`config.mk`:
```
export PLATFORM = sky130hd
export DESIGN_NAME = snoop_bus_ctrl
export DESIGN_NICKNAME = d
export VERILOG_FILES = /design/src/rtl/snoop_bus_pkg.sv /design/src/rtl/snoop_bus_ctrl_rr_arbiter.sv /design/src/rtl/snoop_bus_ctrl.sv
export SDC_FILE = /design/constraint.sdc
export NUM_CORES = 1
export LEC_CHECK = 0
export CORE_AREA = 2 2 325 327
export DETAILED_ROUTE_END_ITERATION = 12
export DIE_AREA = 0 0 327 329
export PLACE_DENSITY = 0.3
export SYNTH_ARGS = -nofsm -noshare
export SYNTH_HDL_FRONTEND = slang
export SYNTH_SLANG_ARGS = --single-unit
```
`constraint.sdc`:
```
create_clock -name clk_i -period 3.5 [get_ports clk_i]
set_clock_uncertainty 0.05 [all_clocks]
set_input_delay 1.05 -clock clk_i [delete_from_list [all_inputs] [get_ports clk_i]]
set_output_delay 1.05 -clock clk_i [all_outputs]
set_load 0.03 [all_outputs]
```
`src/rtl/snoop_bus_pkg.sv`:
```
// snoop_bus_pkg: message/state encodings and fake-memory fill patterns for snoop_bus_ctrl.
// Declarations only; no timing or flow control of its own.
package snoop_bus_pkg;

  typedef enum logic [1:0] {
    BUS_RD   = 2'b00,
    BUS_RDX  = 2'b01,
    BUS_UPGR = 2'b10,
    BUS_NONE = 2'b11
  } bus_msg_e;

  typedef enum logic [2:0] {
    ST_IDLE  = 3'd0,
    ST_ADDR  = 3'd1,
    ST_SNOOP = 3'd2,
    ST_MEM   = 3'd3,
    ST_DONE  = 3'd4
  } bus_state_e;

  localparam logic [15:0] RD_FILL = 16'hCAFE;
  localparam logic [15:0] WR_FILL = 16'hDEAD;

  // Reserved encoding behaves like BusUpgr: no line is returned.
  function automatic logic msg_has_data(input bus_msg_e m);
    return (m == BUS_RD) || (m == BUS_RDX);
  endfunction

endpackage

```
`src/rtl/snoop_bus_ctrl_rr_arbiter.sv`:
```
// rr_arbiter: one-hot grant to the first requester at or after ptr, searching upward with wrap.
// Combinational, zero latency; en low forces no grant. The pointer register lives in the parent.
module rr_arbiter
  import snoop_bus_pkg::*;
#(
  parameter int NUM_PROCS = 4,
  localparam int IDX_W = $clog2(NUM_PROCS)
) (
  input  logic [NUM_PROCS-1:0] req,
  input  logic [IDX_W-1:0]     ptr,
  input  logic                 en,
  output logic [NUM_PROCS-1:0] gnt,
  output logic [IDX_W-1:0]     idx
);

  int   cand;
  logic found;

  always_comb begin
    gnt   = '0;
    idx   = '0;
    cand  = 0;
    found = 1'b0;
    for (int i = 0; i < NUM_PROCS; i++) begin
      cand = int'(ptr) + i;
      if (cand >= NUM_PROCS) cand = cand - NUM_PROCS;
      if (en && !found && req[IDX_W'(cand)]) begin
        found              = 1'b1;
        gnt[IDX_W'(cand)]  = 1'b1;
        idx                = IDX_W'(cand);
      end
    end
  end

endmodule

```
`src/rtl/snoop_bus_ctrl.sv`:
```
// snoop_bus_ctrl: round-robin MSI snooping bus; SNOOP_BUS_FLUSH_CHK_EN enables the sticky err_o flush check.
// Grant T+1, done T+3 (flush/upgrade) or T+3+MEM_LATENCY; requesters hold req_i until done_o, no other backpressure.
module snoop_bus_ctrl
  import snoop_bus_pkg::*;
#(
  parameter int NUM_PROCS   = 4,
  parameter int ADDR_SIZE   = 32,
  parameter int LINE_SIZE   = 128,
  parameter int MEM_LATENCY = 2
) (
  input  logic                           clk_i,
  input  logic                           rst_i,
  input  logic [NUM_PROCS-1:0]           req_i,
  input  logic [2*NUM_PROCS-1:0]         msg_i,
  input  logic [ADDR_SIZE*NUM_PROCS-1:0] addr_i,
  input  logic [NUM_PROCS-1:0]           flush_i,
  input  logic [LINE_SIZE*NUM_PROCS-1:0] flush_data_i,
  output logic [NUM_PROCS-1:0]           gnt_o,
  output logic                           bus_valid_o,
  output logic [1:0]                     bus_msg_o,
  output logic [ADDR_SIZE-1:0]           bus_addr_o,
  output logic [LINE_SIZE-1:0]           data_o,
  output logic                           data_valid_o,
  output logic                           done_o,
  output logic                           err_o
);

  localparam int IDX_W = $clog2(NUM_PROCS);
  localparam int CNT_W = $clog2(MEM_LATENCY + 1);

  localparam logic [2:0] IDLE  = ST_IDLE;
  localparam logic [2:0] ADDR  = ST_ADDR;
  localparam logic [2:0] SNOOP = ST_SNOOP;
  localparam logic [2:0] MEM   = ST_MEM;
  localparam logic [2:0] DONE  = ST_DONE;

  localparam logic [LINE_SIZE-1:0] RD_LINE = {LINE_SIZE/16{RD_FILL}};
  localparam logic [LINE_SIZE-1:0] WR_LINE = {LINE_SIZE/16{WR_FILL}};

  logic [2:0]       state;
  logic [IDX_W-1:0] rr_ptr;
  logic [IDX_W-1:0] ptr_nxt;
  logic [CNT_W-1:0] mem_cnt;
  bus_msg_e         msg_q;

  logic [NUM_PROCS-1:0] arb_gnt;
  logic [IDX_W-1:0]     arb_idx;

  logic [1:0]           msg_arr   [NUM_PROCS];
  logic [ADDR_SIZE-1:0] addr_arr  [NUM_PROCS];
  logic [LINE_SIZE-1:0] fdata_arr [NUM_PROCS];

  for (genvar p = 0; p < NUM_PROCS; p++) begin : g_unpack
    assign msg_arr[p]   = msg_i[2*p +: 2];
    assign addr_arr[p]  = addr_i[ADDR_SIZE*p +: ADDR_SIZE];
    assign fdata_arr[p] = flush_data_i[LINE_SIZE*p +: LINE_SIZE];
  end

  rr_arbiter #(.NUM_PROCS(NUM_PROCS)) u_arb (
    .req (req_i),
    .ptr (rr_ptr),
    .en  (state == IDLE),
    .gnt (arb_gnt),
    .idx (arb_idx)
  );

  assign ptr_nxt = (arb_idx == IDX_W'(NUM_PROCS-1)) ? '0 : arb_idx + IDX_W'(1);

  // gnt_o is the registered one-hot owner, so masking with it drops the owner's own flush.
  logic [NUM_PROCS-1:0] flush_peer;
  logic                 flush_any;
  logic [IDX_W-1:0]     fl_idx;

  assign flush_peer = flush_i & ~gnt_o;
  assign flush_any  = |flush_peer;

  always_comb begin
    fl_idx = '0;
    for (int p = NUM_PROCS-1; p >= 0; p--) begin
      if (flush_peer[p]) fl_idx = IDX_W'(p);
    end
  end

  always_ff @(posedge clk_i) begin
    if (rst_i) begin
      state        <= IDLE;
      rr_ptr       <= '0;
      mem_cnt      <= '0;
      msg_q        <= BUS_RD;
      gnt_o        <= '0;
      bus_valid_o  <= 1'b0;
      bus_msg_o    <= '0;
      bus_addr_o   <= '0;
      data_o       <= '0;
      data_valid_o <= 1'b0;
      done_o       <= 1'b0;
    end else begin
      bus_valid_o  <= 1'b0;
      bus_msg_o    <= '0;
      bus_addr_o   <= '0;
      data_o       <= '0;
      data_valid_o <= 1'b0;
      done_o       <= 1'b0;
      case (state)
        IDLE: begin
          if (|req_i) begin
            state       <= ADDR;
            gnt_o       <= arb_gnt;
            rr_ptr      <= ptr_nxt;
            msg_q       <= bus_msg_e'(msg_arr[arb_idx]);
            bus_valid_o <= 1'b1;
            bus_msg_o   <= msg_arr[arb_idx];
            bus_addr_o  <= addr_arr[arb_idx];
          end
        end
        ADDR: state <= SNOOP;
        SNOOP: begin
          if (!msg_has_data(msg_q)) begin
            state  <= DONE;
            done_o <= 1'b1;
          end else if (flush_any) begin
            state        <= DONE;
            done_o       <= 1'b1;
            data_valid_o <= 1'b1;
            data_o       <= fdata_arr[fl_idx];
          end else begin
            state   <= MEM;
            mem_cnt <= CNT_W'(MEM_LATENCY - 1);
          end
        end
        MEM: begin
          if (mem_cnt == '0) begin
            state        <= DONE;
            done_o       <= 1'b1;
            data_valid_o <= 1'b1;
            data_o       <= (msg_q == BUS_RD) ? RD_LINE : WR_LINE;
          end else begin
            mem_cnt <= mem_cnt - CNT_W'(1);
          end
        end
        DONE: begin
          state <= IDLE;
          gnt_o <= '0;
        end
        default: begin
          state <= IDLE;
          gnt_o <= '0;
        end
      endcase
    end
  end

`ifdef SNOOP_BUS_FLUSH_CHK_EN
  logic flush_multi;
  assign flush_multi = |(flush_peer & (flush_peer - NUM_PROCS'(1)));

  always_ff @(posedge clk_i) begin
    if (rst_i) begin
      err_o <= 1'b0;
    end else if (state == SNOOP &&
                 (flush_multi || (flush_any && !msg_has_data(msg_q)))) begin
      err_o <= 1'b1;
    end
  end
`else
  assign err_o = 1'b0;
`endif

endmodule

```
==> flow_metrics.tcl, run 1 <==
set metrics [dict create \
    status "finished, final reports clean" \
    drtPass1Iterations 5 \
    fillers 11300 \
    finalCriticalPeriod_ps 3020 \
    timing_hold_violations_final 0 \
    syn-num-nets 1432 \
    wl_per_cell_um 22.1 \
    grt_usage_pct 11.9 \
    syn-cell-area_um2 9530 \
    place_area_um2 19900 \
    fmax_mhz 331 \
    hpwlAfterDp_um 54500 \
    rr_startpoint "rr_ptr[1]" \
    antenna_left 0 \
    tns_ps 0 \
    io_pins 828 \
    ys_ff_latch 178 \
    start_util_pct 9.13 \
    avgSynthCellArea_um2 12.5 \
    drv_slew 0 \
    hold_path.class "reg2reg" \
    netlist_top_cells_area "dfxtp_1, mux4_2, mux2i_1, a21o_1, nor2_1" \
    die_y_um 329 \
    dieArea_um2 108000 \
    die_w_um 327 \
    cts_resized 0 \
    drv_cap 0 \
    synthToLayoutAreaGrowth_pct 115 \
    grt_max_degree 51 \
    rows 119 \
    coreArea_um2 104000 \
    yosys_warnings 0 \
    grt_pass1_vias 11300 \
    grt.overflow.total 0 \
    path_max_fanout 14 \
    relSlewSlack_pct 58.9 \
    finalCritPeriodShare_pct 86.3 \
    rsz0062_at_grt "no" \
    cts_root_buffer "clkbuf_16" \
    synth_cell_types 52 \
    final_common_cell "clkdlybuf4s50_1" \
    setup_viol 0 \
    drc 0 \
    syn_inst 765 \
    port-buffer-count 826 \
    ys_seq_area_share_pct 37.4 \
    cts_tree "built" \
    end_kind "register" \
    startpoint "req_i[0]" \
    drive_gt1_share_pct 14.8 \
    ys_async_sr_fraction_pct 0 \
    design_area_um2 20500 \
    crit_end "bus_addr_o[12]" \
    rr_worst_depth 10 \
    yosysTopAreaCell "dfxtp_1" \
    clk_latency_ps 500 \
    p_leak_nw 8.12 \
    synth-main-ff-cell "dfxtp_1" \
    power_density_nw_per_um2 451 \
    cts_hold_buf 0 \
    cp-start-kind "input pin" \
    htree_levels 4 \
    antenna_found_initial 9 \
    clock-sinks 178 \
    cts_made_buffers 17 \
    via_per_inst 3.36 \
    path_clk_slew_ps 80 \
    max-vdd-ir-drop_mv 0.288 \
    crit_type "in2reg" \
    r2r_slack_ps 530 \
    worst_slew_pin_slew_ps 612 \
    wl_um 66300 \
    gp_congestion 0.805 \
    crit_required_ps 3840 \
    crit_arrival_ps 3360 \
    post_cts_buffers 0 \
    layout_common_cells "clkdlybuf4s50_1, dfxtp_1, mux4_2" \
    via_count 10100 \
    cts_max_path_buffers 2 \
    final_nets 2263 \
    first_iter_violations 284 \
    r2r-end "bus_addr_o[12]" \
    grt_pass1_wl_um 88800 \
    synth_edf_count 0 \
    synth_top_area_share_pct 37.4 \
]
stage by stage:
step / hold slack, ps / cells / power [mW] / setup slack, ps / utilization (%)
2_1_floorplan: 407 / 765 / 5.07 / 405 / -
3_3_place_gp: 419 / 2968 / 7.26 / -26.1 / 19.1
3_5_place_dp: 424 / 2968 / 7.24 / -59.2 / 19.1
4_1_cts: 440 / 3000 / 9.53 / 505 / 19.7
5_1_grt: 474 / 3005 / 9.81 / 340 / 19.7
6_report: 436 / 3006 / 9.25 / 478 / 19.7
area by class of cell:
class	instances	area (um2)	area share (%)
diodes	6	15.0	0.0731
clock buffers	22	474	2.31
clock inverters	10	123	0.597
inverters	8	30.0	0.146
multi-input cells	505	5640	27.5
flip-flops and latches	178	3560	17.4
well taps	1391	1740	8.48
repair buffers	886	8940	43.6
cell usage after synthesis, types with 2 or more instances:
cell type / count
buf_1: 6
nor2b_1: 4
nor3_1: 9
nor3b_1: 3
a211oi_1: 3
nand2b_1: 9
mux4_2: 131
buf_4: 7
nand3b_1: 2
o221ai_1: 3
inv_1: 8
dfxtp_1: 178
mux2i_1: 71
a21oi_1: 5
a21o_1: 80
a22oi_1: 2
o21ai_0: 7
buf_2: 15
clkbuf_1: 43
o211a_1: 2
nor2_1: 73
nand2_1: 12
and2_1: 17
o2bb2ai_1: 2
ha_1: 9
o22ai_1: 34
a221oi_1: 2
mux2_2: 4
logic make-up (layout without fill, tap and decap cells):
group	after synthesis	count (layout)	synth area share, %
adder cells (fa/ha/maj)	9	9	1.18
other	1	7	0.0393
flip-flops	178	178	37.4
buffers and inverters	82	926	4.07
multiplexers	207	207	39.0
AND/OR/NAND/NOR	136	136	6.76
AO/OA/AOI/OAI	151	151	11.4
XOR/XNOR	1	1	0.0919
routing by layer:
metal	GRT usage (%)	wire, um	vias to the layer above	part of all wire (%)
met3	4.45	5310	38	8.0
met5	0	27	-	0.041
met4	3.26	980	4	1.5
li1	-	-	4626	-
met2	22.1	35600	442	54
met1	12.6	24400	5003	37
worst max-delay path: stages:
cell and delay, ps:
clkdlybuf4s50_1 430, mux4_2 470, nor2b_4 150, o211a_1 250
o311ai_4 250, buf_12 210, buf_4 190, mux2i_1 220
o22ai_1 100
where the power goes:
group | switching, mW | internal (mW)
Sequential | 0.104 | 2.27
Combinational | 2.15 | 2.58
Clock | 1.04 | 1.12
how the worst min path moves through the flow:
stage / start / to / cells past startpoint / slack, ps
final: gnt_o[3] / gnt_o[3] / 2 / 440
after global routing: gnt_o[1] / gnt_o[1] / 2 / 470
after CTS: gnt_o[3] / gnt_o[3] / 2 / 440
after detailed placement: gnt_o[3] / gnt_o[3] / 2 / 420
after global placement: mem_cnt[1] / mem_cnt[1] / 2 / 420
after floorplan: mem_cnt[1] / mem_cnt[1] / 2 / 410
flip-flops by register name, summed over array words and instances (netlist names):
name	flops
gnt_o	4
rr_ptr	2
done_o	1
bus_msg_o	2
bus_addr_o	32
data_o	128
data_valid_o	1
state	3
mem_cnt	2
bus_valid_o	1
msg_q	2
Power figures use the tool's default switching activity.
==> run 2, diff against run 1 <==
--- a/config.mk
+++ b/config.mk
@@ -8,6 +8,7 @@
 export CORE_AREA = 2 2 325 327
 export DETAILED_ROUTE_END_ITERATION = 12
 export DIE_AREA = 0 0 327 329
+export GPL_ROUTABILITY_DRIVEN = 0
 export PLACE_DENSITY = 0.3
 export SYNTH_ARGS = -nofsm -noshare
 export SYNTH_HDL_FRONTEND = slang
==> results of run 2 <==
Final layout, timing and power as in run 1 (identical DEF).
==> run 3, diff against run 2 <==
--- a/config.mk
+++ b/config.mk
@@ -6,9 +6,11 @@
 export NUM_CORES = 1
 export LEC_CHECK = 0
 export CORE_AREA = 2 2 325 327
+export CTS_CLUSTER_SIZE = 16
 export DETAILED_ROUTE_END_ITERATION = 12
 export DIE_AREA = 0 0 327 329
 export GPL_ROUTABILITY_DRIVEN = 0
+export HOLD_SLACK_MARGIN = 0.1
 export PLACE_DENSITY = 0.3
 export SYNTH_ARGS = -nofsm -noshare
 export SYNTH_HDL_FRONTEND = slang
==> results of run 3 <==
Final layout, timing and power as in run 1 (identical DEF).
